### config.mk
export PLATFORM = sky130hd
export DESIGN_NAME = magnitude_comparator_seq
export DESIGN_NICKNAME = d
export VERILOG_FILES = /design/src/rtl/magnitude_comparator_seq_pkg.sv /design/src/rtl/magnitude_comparator.sv /design/src/rtl/magnitude_comparator_seq.sv
export SDC_FILE = /design/constraint.sdc
export NUM_CORES = 1
export LEC_CHECK = 0
export CORE_UTILIZATION = 30
export CTS_CLUSTER_DIAMETER = 80
export DETAILED_ROUTE_END_ITERATION = 6
export GPL_ROUTABILITY_DRIVEN = 0
export GPL_TIMING_DRIVEN = 1
export SKIP_LAST_GASP = 1
export SLEW_MARGIN = 5
export SYNTH_ARGS = -nofsm -noshare
export SYNTH_HDL_FRONTEND = slang
export SYNTH_SLANG_ARGS = --single-unit
export TNS_END_PERCENT = 20
### constraint.sdc
create_clock -name clk -period 3.26 [get_ports clk]
set_input_delay 0.652 -clock clk [delete_from_list [all_inputs] [get_ports clk]]
set_output_delay 0.652 -clock clk [all_outputs]
set_load 0.05 [all_outputs]
### src/rtl/magnitude_comparator_seq_pkg.sv
// magnitude_comparator_seq_pkg: shared state encoding and nibble constants for the sequential comparator
package magnitude_comparator_seq_pkg;
    localparam int NIBBLE = 4;
    typedef enum logic [1:0] {IDLE, COMPARE, DONE} state_e;
    function automatic int idx_width(input int nibbles);
        return (nibbles > 1) ? $clog2(nibbles) : 1;
    endfunction
endpackage

### src/rtl/magnitude_comparator.sv
// magnitude_comparator: 4-bit combinational unsigned magnitude comparator
module magnitude_comparator
    import magnitude_comparator_seq_pkg::*;
(
    input  logic [NIBBLE-1:0] A,
    input  logic [NIBBLE-1:0] B,
    output logic              X,
    output logic              Y,
    output logic              Z
);
    assign X = A > B;
    assign Y = A == B;
    assign Z = A < B;
endmodule

### src/rtl/magnitude_comparator_seq.sv
// magnitude_comparator_seq: wide magnitude compare, one nibble per cycle from the MSB down
module magnitude_comparator_seq
    import magnitude_comparator_seq_pkg::*;
#(
    parameter int WIDTH = 16
) (
    input  logic             clk,
    input  logic             rst_n,
    input  logic             start,
    input  logic [WIDTH-1:0] a,
    input  logic [WIDTH-1:0] b,
    output logic             busy,
    output logic             done,
    output logic             gt,
    output logic             eq,
    output logic             lt
);
    localparam int NIBBLES = WIDTH / NIBBLE;
    localparam int IW = idx_width(NIBBLES);

    if (WIDTH % NIBBLE != 0 || WIDTH < NIBBLE) begin : g_bad_width
        $error("magnitude_comparator_seq: WIDTH must be a positive multiple of 4");
    end

    state_e          state_q, state_d;
    logic [WIDTH-1:0] a_q, a_d, b_q, b_d;
    logic [IW-1:0]   idx_q, idx_d;
    logic            busy_q, busy_d, done_q, done_d;
    logic            gt_q, gt_d, eq_q, eq_d, lt_q, lt_d;
    logic [NIBBLE-1:0] a_nib, b_nib;
    logic            n_gt, n_eq, n_lt;

    assign a_nib = NIBBLE'(a_q >> {idx_q, 2'b00});
    assign b_nib = NIBBLE'(b_q >> {idx_q, 2'b00});

    magnitude_comparator u_cmp (
        .A(a_nib),
        .B(b_nib),
        .X(n_gt),
        .Y(n_eq),
        .Z(n_lt)
    );

    // next state: latch on start, walk nibbles down, stop at first difference or nibble 0
    always_comb begin
        state_d = state_q;
        a_d     = a_q;
        b_d     = b_q;
        idx_d   = idx_q;
        gt_d    = gt_q;
        eq_d    = eq_q;
        lt_d    = lt_q;
        case (state_q)
            IDLE: if (start) begin
                state_d = COMPARE;
                a_d     = a;
                b_d     = b;
                idx_d   = IW'(NIBBLES - 1);
                gt_d    = 1'b0;
                eq_d    = 1'b0;
                lt_d    = 1'b0;
            end
            COMPARE: if (!n_eq || idx_q == '0) begin
                state_d = DONE;
                gt_d    = n_gt;
                eq_d    = n_eq;
                lt_d    = n_lt;
            end else begin
                idx_d = idx_q - 1'b1;
            end
            default: state_d = IDLE;
        endcase
        busy_d = state_d != IDLE;
        done_d = state_d == DONE;
    end

    // state and registered outputs; operands and index need no reset
    always_ff @(posedge clk) begin
        a_q   <= a_d;
        b_q   <= b_d;
        idx_q <= idx_d;
        if (!rst_n) begin
            state_q <= IDLE;
            busy_q  <= 1'b0;
            done_q  <= 1'b0;
            gt_q    <= 1'b0;
            eq_q    <= 1'b0;
            lt_q    <= 1'b0;
        end else begin
            state_q <= state_d;
            busy_q  <= busy_d;
            done_q  <= done_d;
            gt_q    <= gt_d;
            eq_q    <= eq_d;
            lt_q    <= lt_d;
        end
    end

    assign busy = busy_q;
    assign done = done_q;
    assign gt   = gt_q;
    assign eq   = eq_q;
    assign lt   = lt_q;
endmodule

== After elaboration in Yosys (flattened, before gate mapping) ==
Cells that the tools add are included.

* Register bits after elaboration: 41
* Input port bits: 35
* Output and inout port bits: 5
* Word-level logic and storage cells: 42

* Add/subtract/negate cells: 1
* Magnitude comparators: 2
* Equal/unequal tests: 6
* Shifts and indexed selects: 2
* Muxes and demuxes: 13
* Reductions and logical operators: 9

{| class="wikitable"
|+ Operator list
! cell !! count
|-
| right shift 16 x 4 -> 4 bit || 2
|-
| 2-to-1 mux 2 bit || 4
|-
| one-hot mux 2 bit (2 select lines) || 2
|-
| != test 2 bit, second input constant || 3
|-
| one-hot mux 1 bit (2 select lines) || 3
|-
| AND reduction 3 bit || 2
|-
| == test 4 bit || 1
|-
| greater-than comparator 4 bit || 1
|-
| logical NOT 2 bit || 2
|-
| less-than comparator 4 bit || 1
|-
| 2-to-1 mux 1 bit || 4
|-
| nonzero test 2 bit || 2
|-
| == test 2 x 1 -> 1 bit, second input constant || 1
|-
| == test 2 bit, second input constant || 1
|-
| AND reduction 2 bit || 1
|-
| subtractor 2 x 1 -> 2 bit, second input constant || 1
|-
| logical NOT 1 bit || 1
|-
| logical OR 1 bit || 1
|}

== Longest topological paths before layout ==
* Word-level depth: 7
* Mapped depth: 8
* Gate-level depth less buffers: 7

== Hierarchy ==
From an unflattened synthesis, not the netlist that was laid out.

* Cells, all modules: 96
* Area, all modules: 1650.3 um^2

{| class="wikitable"
|+ Modules (own cells, without submodules)
! module !! times used !! cells each !! area each (um^2) !! seq. area each (um^2)
|-
| magnitude_comparator_seq || 1 || 80 || 1521.5 || 1161.1
|-
| magnitude_comparator || 1 || 16 || 128.9 || 0.0
|}

== Worst setup path after synthesis ==
OpenSTA, ideal clock, no wires.

* Path type: input to register
* Start point: input start
* End point: register lt_q, in the netlist lt
* Data arrival time: 2.539 ns
* Required time: 3.188 ns
* Setup slack: 0.650 ns
* Stages on the path: 4
* Path buffers: 0
* Path through: nor3b_2 > nor2_2 > a21oi_2 > mux2i_1

* Cells in the longest elaborated chain, start to end: 2

{| class="wikitable"
|+ Ends and longest elaborated chain
! item !! line !! text
|-
| start: declaration || magnitude_comparator_seq.sv:9 || <nowiki>input logic start,</nowiki>
|-
| != test 2 bit (no source line) || -- ||
|-
| AND reduction 3 bit (no source line) || -- ||
|-
| end signal: assignment || magnitude_comparator_seq.sv:95 || <nowiki>lt_q <= lt_d;</nowiki>
|-
| end: declaration || magnitude_comparator_seq.sv:29 || <nowiki>logic gt_q, gt_d, eq_q, eq_d, lt_q, lt_d;</nowiki>
|}

No other way between the ends.
A chain may end at the register's enable or synchronous reset.

== Worst setup path in the final report ==
* Start point: register idx_q[0]
* End point: register idx_q[1] (enable)

* Cells in the longest elaborated chain, start to end: 6

{| class="wikitable"
|+ Ends and longest elaborated chain
! item !! line !! text
|-
| start: declaration || magnitude_comparator_seq.sv:27 || <nowiki>logic [IW-1:0] idx_q, idx_d;</nowiki>
|-
| start signal: assignment || magnitude_comparator_seq.sv:81 || <nowiki>idx_q <= idx_d;</nowiki>
|-
| right shift 16 x 4 -> 4 bit (on tied branches) || magnitude_comparator_seq.sv:33, magnitude_comparator_seq.sv:34 ||
|-
| == test 4 bit || magnitude_comparator.sv:12 || <nowiki>assign Y = A == B;</nowiki>
|-
| logical NOT 1 bit || magnitude_comparator_seq.sv:63 || <nowiki>COMPARE: if (!n_eq || idx_q == '0) begin</nowiki>
|-
| logical OR 1 bit (*) || magnitude_comparator_seq.sv:63 ||
|-
| != test 2 bit (no source line) (*) || -- ||
|-
| AND reduction 3 bit (no source line) (*) || -- ||
|}

Mark *: on every way between the ends. The rest lies on a longest branch, timed or not.

==> key figures <==
Outcome
  • Status: finished clean

STA
  • Worst-Margin Slew: 0.556 ns
  • Pins Over Slew Limit: 0
  • Clock skew: 0.00440 ns
  • Peak Freq: 402 MHz
  • Setup TNS: 0 ns
  • Final Hold Vio Count: 0
  • Worst rel slew slack: 62.9%
  • RSZ-0062 raised after global routing: no
  • Final min period: 2.49 ns
  • Setup violators final: 0
  • Crit share post-route: 76.3%
  • WHS: 0.480 ns

Placed design
  • IO Port Bufs: 39

Power
  • Pwr dens: 499 nW/um^2
  • Max VDD drop: 319 uV
  • Static leakage: 0.000784 uW
  • Reg power frac: 57.8%
  • Clock power share: 28.9%
  • Sw frac: 22.5%
  • Logic pwr share: 13.3%
  • Psw: 243 uW
  • Int Pwr: 837 uW

Drt
  • WL/cell: 12.6 um
  • Drt initial violations: 46
  • Routed WL: 2590 um
  • Final ANT Viol Nets: 0
  • Drt via density: 4.28
  • Via count: 878
  • DRC viols: 0
  • Drt first pass iters: 4

Global route
  • Grt ovf: 0
  • Total track usage: 11.0%
  • Wire length of the first global-routing pass: 4330 um
  • Largest net degree at the start of global routing: 36
  • Antenna violations before repair: 0
  • Vias in the first global route: 970

Critical path
  • Critical Path RT: 3.26 ns
  • R2R Setup Slk: 0.77 ns
  • Worst Path Arrival: 2.49 ns
  • CP Cell Sequence: mux4_2 > ha_1 > nand4_1 > nor2_1 > a21o_1
  • Worst path bufs/invs: 0
  • Nature of the critical path endpoint: flip-flop
  • Slowest CP cell: edfxtp_1
  • Top delay family on crit path: flip-flops
  • Setup crit start kind: flip-flop
  • CP peak stage delay: 0.70 ns
  • Crit Path Class: reg2reg
  • Maximum fanout along the worst path: 10

Clock network
  • Worst skew pair latency: 0.29 ns
  • H-tree lvl count: 2
  • Clock transition at the registers of the reported paths: 0.07 ns
  • Total CTS buffers: 5
  • Post-CTS Setup Repair Bufs: 0
  • Root buffer cell: clkbuf_8
  • Clock Path Buffers: 2
  • Clock sink count: 41
  • CTS Hold Buffers Added: 0
  • CTS tree: done
  • Post-CTS resize count: 0

Floorplan
  • Die Wd: 75.2 um
  • Io pins: 40
  • FP Rows: 26
  • Total core area: 5140 um^2
  • Initial Utilization: 31.3%
  • Die Ht: 75.2 um
  • Die Area: 5650 um^2

Yosys
  • Gate Count Post-Synth: 90
  • Cell Area, Synth: 1610 um^2
  • Post-synth cell types: 24
  • Ys Warns: 0
  • Mapped Nets: 130
  • Sequential area share after synthesis: 72.3%
  • Number of synthesized register bits: 41
  • Synth Area per Inst: 17.9 um^2

Layout
  • Share of cells above drive strength 1: 14.1%
  • Ant. Diodes: 0
  • Layout fillers: 504
  • Synthesis-to-layout area growth: 34.7%
  • Fin nets: 174

Hold path
  • Worst min path class: reg2reg

Job
  • Max cap viols: 0
==> state kept, by name, summed over array words and instances, names as in the netlist <==
register and flops:
gt 1, done 1, state_q 2, eq 1
idx_q 2, b_q 16, a_q 16, lt 1
busy 1
==> Yosys cell counts <==
| cell | instances | area [um^2] |
|---|---|---|
| o21ai_0 | 2 | 10.0 |
| ha_1 | 5 | 62.6 |
| a21oi_1 | 1 | 5.00 |
| a21o_1 | 1 | 7.51 |
| buf_2 | 1 | 5.00 |
| mux2i_1 | 1 | 10.0 |
| nand4_1 | 1 | 6.26 |
| nand2_1 | 6 | 22.5 |
| nand2b_1 | 1 | 6.26 |
| nor3b_2 | 1 | 12.5 |
| and2_1 | 1 | 6.26 |
| nor2_1 | 4 | 15.0 |
| nor2b_1 | 2 | 12.5 |
| o2111ai_1 | 1 | 8.76 |
| dfxtp_1 | 7 | 140 |
| mux4_2 | 8 | 180 |
| edfxtp_1 | 34 | 1020 |
| o2111a_1 | 1 | 11.3 |
| clkbuf_1 | 1 | 3.75 |
| inv_1 | 7 | 26.3 |
| buf_4 | 1 | 7.51 |
| nor2_2 | 1 | 6.26 |
| nand4bb_1 | 1 | 11.3 |
| a21oi_2 | 1 | 8.76 |
==> metal layers <==
layer,global-route usage (%),vias to the layer above,wire [um]
li1,-,427,-
met1,12.0,418,1070
met2,19.0,27,1310
met3,4.55,6,155
met4,4.94,0,51
met5,0,-,0
==> path summary, 6_finish.rpt <==
check / start / endpoint / depth (start not counted)
setup / recovery: idx_q[0] / idx_q[1] / 5
hold / removal: gt / gt / 2
setup reg to reg: idx_q[0] / idx_q[1] / 5
hold reg to reg: gt / gt / 2
==> kinds of logic after synthesis <==
| logic type | Yosys count | share of synthesized area [%] |
|---|---|---|
| buffers and inverters | 10 | 2.65 |
| multiplexers | 9 | 11.8 |
| adder cells (fa/ha/maj) | 5 | 3.89 |
| flip-flops | 41 | 72.3 |
| AO/OA/AOI/OAI | 7 | 3.19 |
| AND/OR/NAND/NOR | 18 | 6.15 |
==> worst register-to-register path, cell delays in order, from the launching register on <==
cell      delay, ns
edfxtp_1       0.70
mux4_2         0.58
ha_1           0.30
nand4_1        0.16
nor2_1         0.26
a21o_1         0.21
==> per-stage QoR <==
stage / worst slack (ns) / total power (uW) / cells / utilization, % / cell area, um^2
2_1_floorplan: 0.650 / 714 / 90 / - / 1610
3_5_place_dp: 0.723 / 784 / 197 / 40.5 / 2080
4_1_cts: 0.717 / 1100 / 205 / 42.1 / 2160
3_3_place_gp: 0.737 / 779 / 197 / 40.5 / 2080
6_report: 0.773 / 1080 / 205 / 42.1 / 2160
5_1_grt: 0.585 / 1130 / 205 / 42.1 / 2160
==> final cells by class <==
| type | instances | area (um^2) | share of cell area, % |
|---|---|---|---|
| Tap cell | 70 | 87.6 | 4.05 |
| Timing Repair Buffer | 40 | 398 | 18.4 |
| Multi-Input combinational cell | 39 | 409 | 18.9 |
| Clock buffer | 6 | 72.6 | 3.35 |
| Sequential cell | 41 | 1160 | 53.6 |
| Inverter | 7 | 26.3 | 1.21 |
| Clock inverter | 2 | 10.0 | 0.462 |
==> power by group through the flow <==
stage,registers (uW),clock network (uW),logic (uW)
6_report,625,312,144
5_1_grt,629,345,158
4_1_cts,626,324,146
3_5_place_dp,638,0,146
3_3_place_gp,636,0,143
2_1_floorplan,644,0,69.5
==> layout by cell type, fill, tap and decap left out, drive strengths merged <==
cell type	count
clkdlybuf4s50	39
edfxtp	34
mux4	8
inv	7
dfxtp	7
nand2	6
clkbuf	6
ha	5
nor2	5
nor2b	2
o21ai	2
clkinv	2
a21oi	2
nor3b	1
nand4	1
a21o	1
nand2b	1
o2111ai	1
o2111a	1
nand4bb	1
mux2i	1
and2	1
buf	1
No activity file was read; power rests on OpenSTA's default activity.
==> patch: new RTL, same flow settings <==
Change the parameter `WIDTH` from 16 to 24.
--- a/src/rtl/magnitude_comparator_seq.sv
+++ b/src/rtl/magnitude_comparator_seq.sv
@@ -2,7 +2,7 @@
 module magnitude_comparator_seq
     import magnitude_comparator_seq_pkg::*;
 #(
-    parameter int WIDTH = 16
+    parameter int WIDTH = 24
 ) (
     input  logic             clk,
     input  logic             rst_n,
Ports: changed (resized a and b); port bits go from 40 to 56. No check against the original RTL was run, so the function may have changed too.
==> patch against the unedited design <==
Final area up 48%. Setup slack worse by 60 ps. First-iteration DRC count increased by 15%. Sequential cell count is 17 higher. Clock skew up 1.0 ps. Power increased by 75%. Synthesized area grew 43%. Wire length rose by 61%. Largest cell class unchanged.
==> patch: results (changes against the unedited design) <==
post-synthesis adder-cell area fraction 0.03277 (-0.006172); Seq area share 0.5223 (-0.01413); die width 89.39 um (+19%); delay-heaviest family, CP multiplexers; H-tree Lvls 3 (+1); Critical Path Fanout Max 18 (+8); top cells by area, synth edfxtp_1, mux4_2, dfxtp_1, mux2i_1, ha_1; Non-clock buffer share 0.1806 (-0.003205); Net Sw Power 0.3932 mW (+62%); Placed Area 2969 um^2 (+43%); Post-Place Cells 287 (+46%); met1 WL 1954 um (+83%); post-synthesis xor/xnor area fraction 0.003823 (+0.003823); first-pass GRT wire length 6713 um (+55%); met2 routed WL 1886 um (+44%); GRT met1 Usage 0.1479 (+0.02828); Post-synth EDFFs 51 (+50%); maximum vdd drop 0.0002518 V (-21%); Signal inverters 4 (-3); post-synth net total 191 (+47%); dpl ws 740.5 ps (+17.63 ps); core area 7331 um^2 (+43%); largest net degree at the start of global routing 35 (-2.8%); Post-Route WL 4166 um (+61%); total track usage 0.1219 (+0.01144); setup slack, reg-to-reg 710 ps (-60 ps); top flop regs a_q (24), b_q (24), idx_q (3); Register Area 1672 um^2 (+44%); Reg2Reg Depth 9 (+4); TritonCTS Sinks 58 (+41%); clkbuf count 9 (+3); clock latency on the worst-skew pair 330 ps (+40 ps); clock slew at reported path FFs 60 ps; #MultiIn Comb 69 (+77%); slowest CP cell mux4_2; clk cell area share 0.07232 (+0.03417); fraction of layout cells with a size suffix above 1 0.1275 (-0.01329); fin nets 256 (+47%); proportion of power drawn by combinational gates 0.118 (-0.015); multiplexer area fraction after synthesis 0.1180 (-0.0004117); Worst EP arrival 2580 ps (+90 ps); worst reg2reg path endpoint idx_q[0]$_SDFFCE_PN1P_; fill count 662 (+31%); skew final 5.430 ps (+1.028 ps); post-synthesis cell count 134 (+49%); First DRT Iteration DRCs 53 (+15%); top cells by count, synth edfxtp_1, nand2_1, mux2i_1, nor2_1, mux4_2; Max stage delay on crit path 560 ps (-140 ps); vias in the first global route 1378 (+42%); Worst-Margin Slew 499.7 ps (-56.19 ps); outcome complete, no violations; Port-buffer cells 55 (+41%); Seq. pwr 0.895 mW (+43%); vias per cell 4.353 (+1.6%); Multi-input gate area 580.6 um^2 (+42%); routed length on met3 247 um (+59%)
## patch: changes by cell type in the layout (fill, tap and decap cells not counted), moves of 3 or more
cell,unedited run,this run
bufinv_16,0,3
o21ai_0,2,6
inv_1,7,2
nor2_1,4,9
nand2_1,6,11
clkbuf_8,5,9
edfxtp_1,34,51
mux2i_1,1,9
clkdlybuf4s50_1,39,55
a21oi_1,1,6
## patch: how the worst max path moves through the flow
stage / slack [ps] / depth (start not counted) / end
floorplan: 1090 / 9 / idx_q[0]$_SDFFCE_PN1P_
global placement: 800 / 9 / idx_q[0]$_SDFFCE_PN1P_
detailed placement: 740 / 9 / idx_q[1]$_SDFFCE_PN0P_
CTS: 720 / 9 / lt$_SDFFE_PN0P_
global route: 500 / 9 / gt$_SDFFE_PN0P_
finish: 710 / 9 / idx_q[0]$_SDFFCE_PN1P_
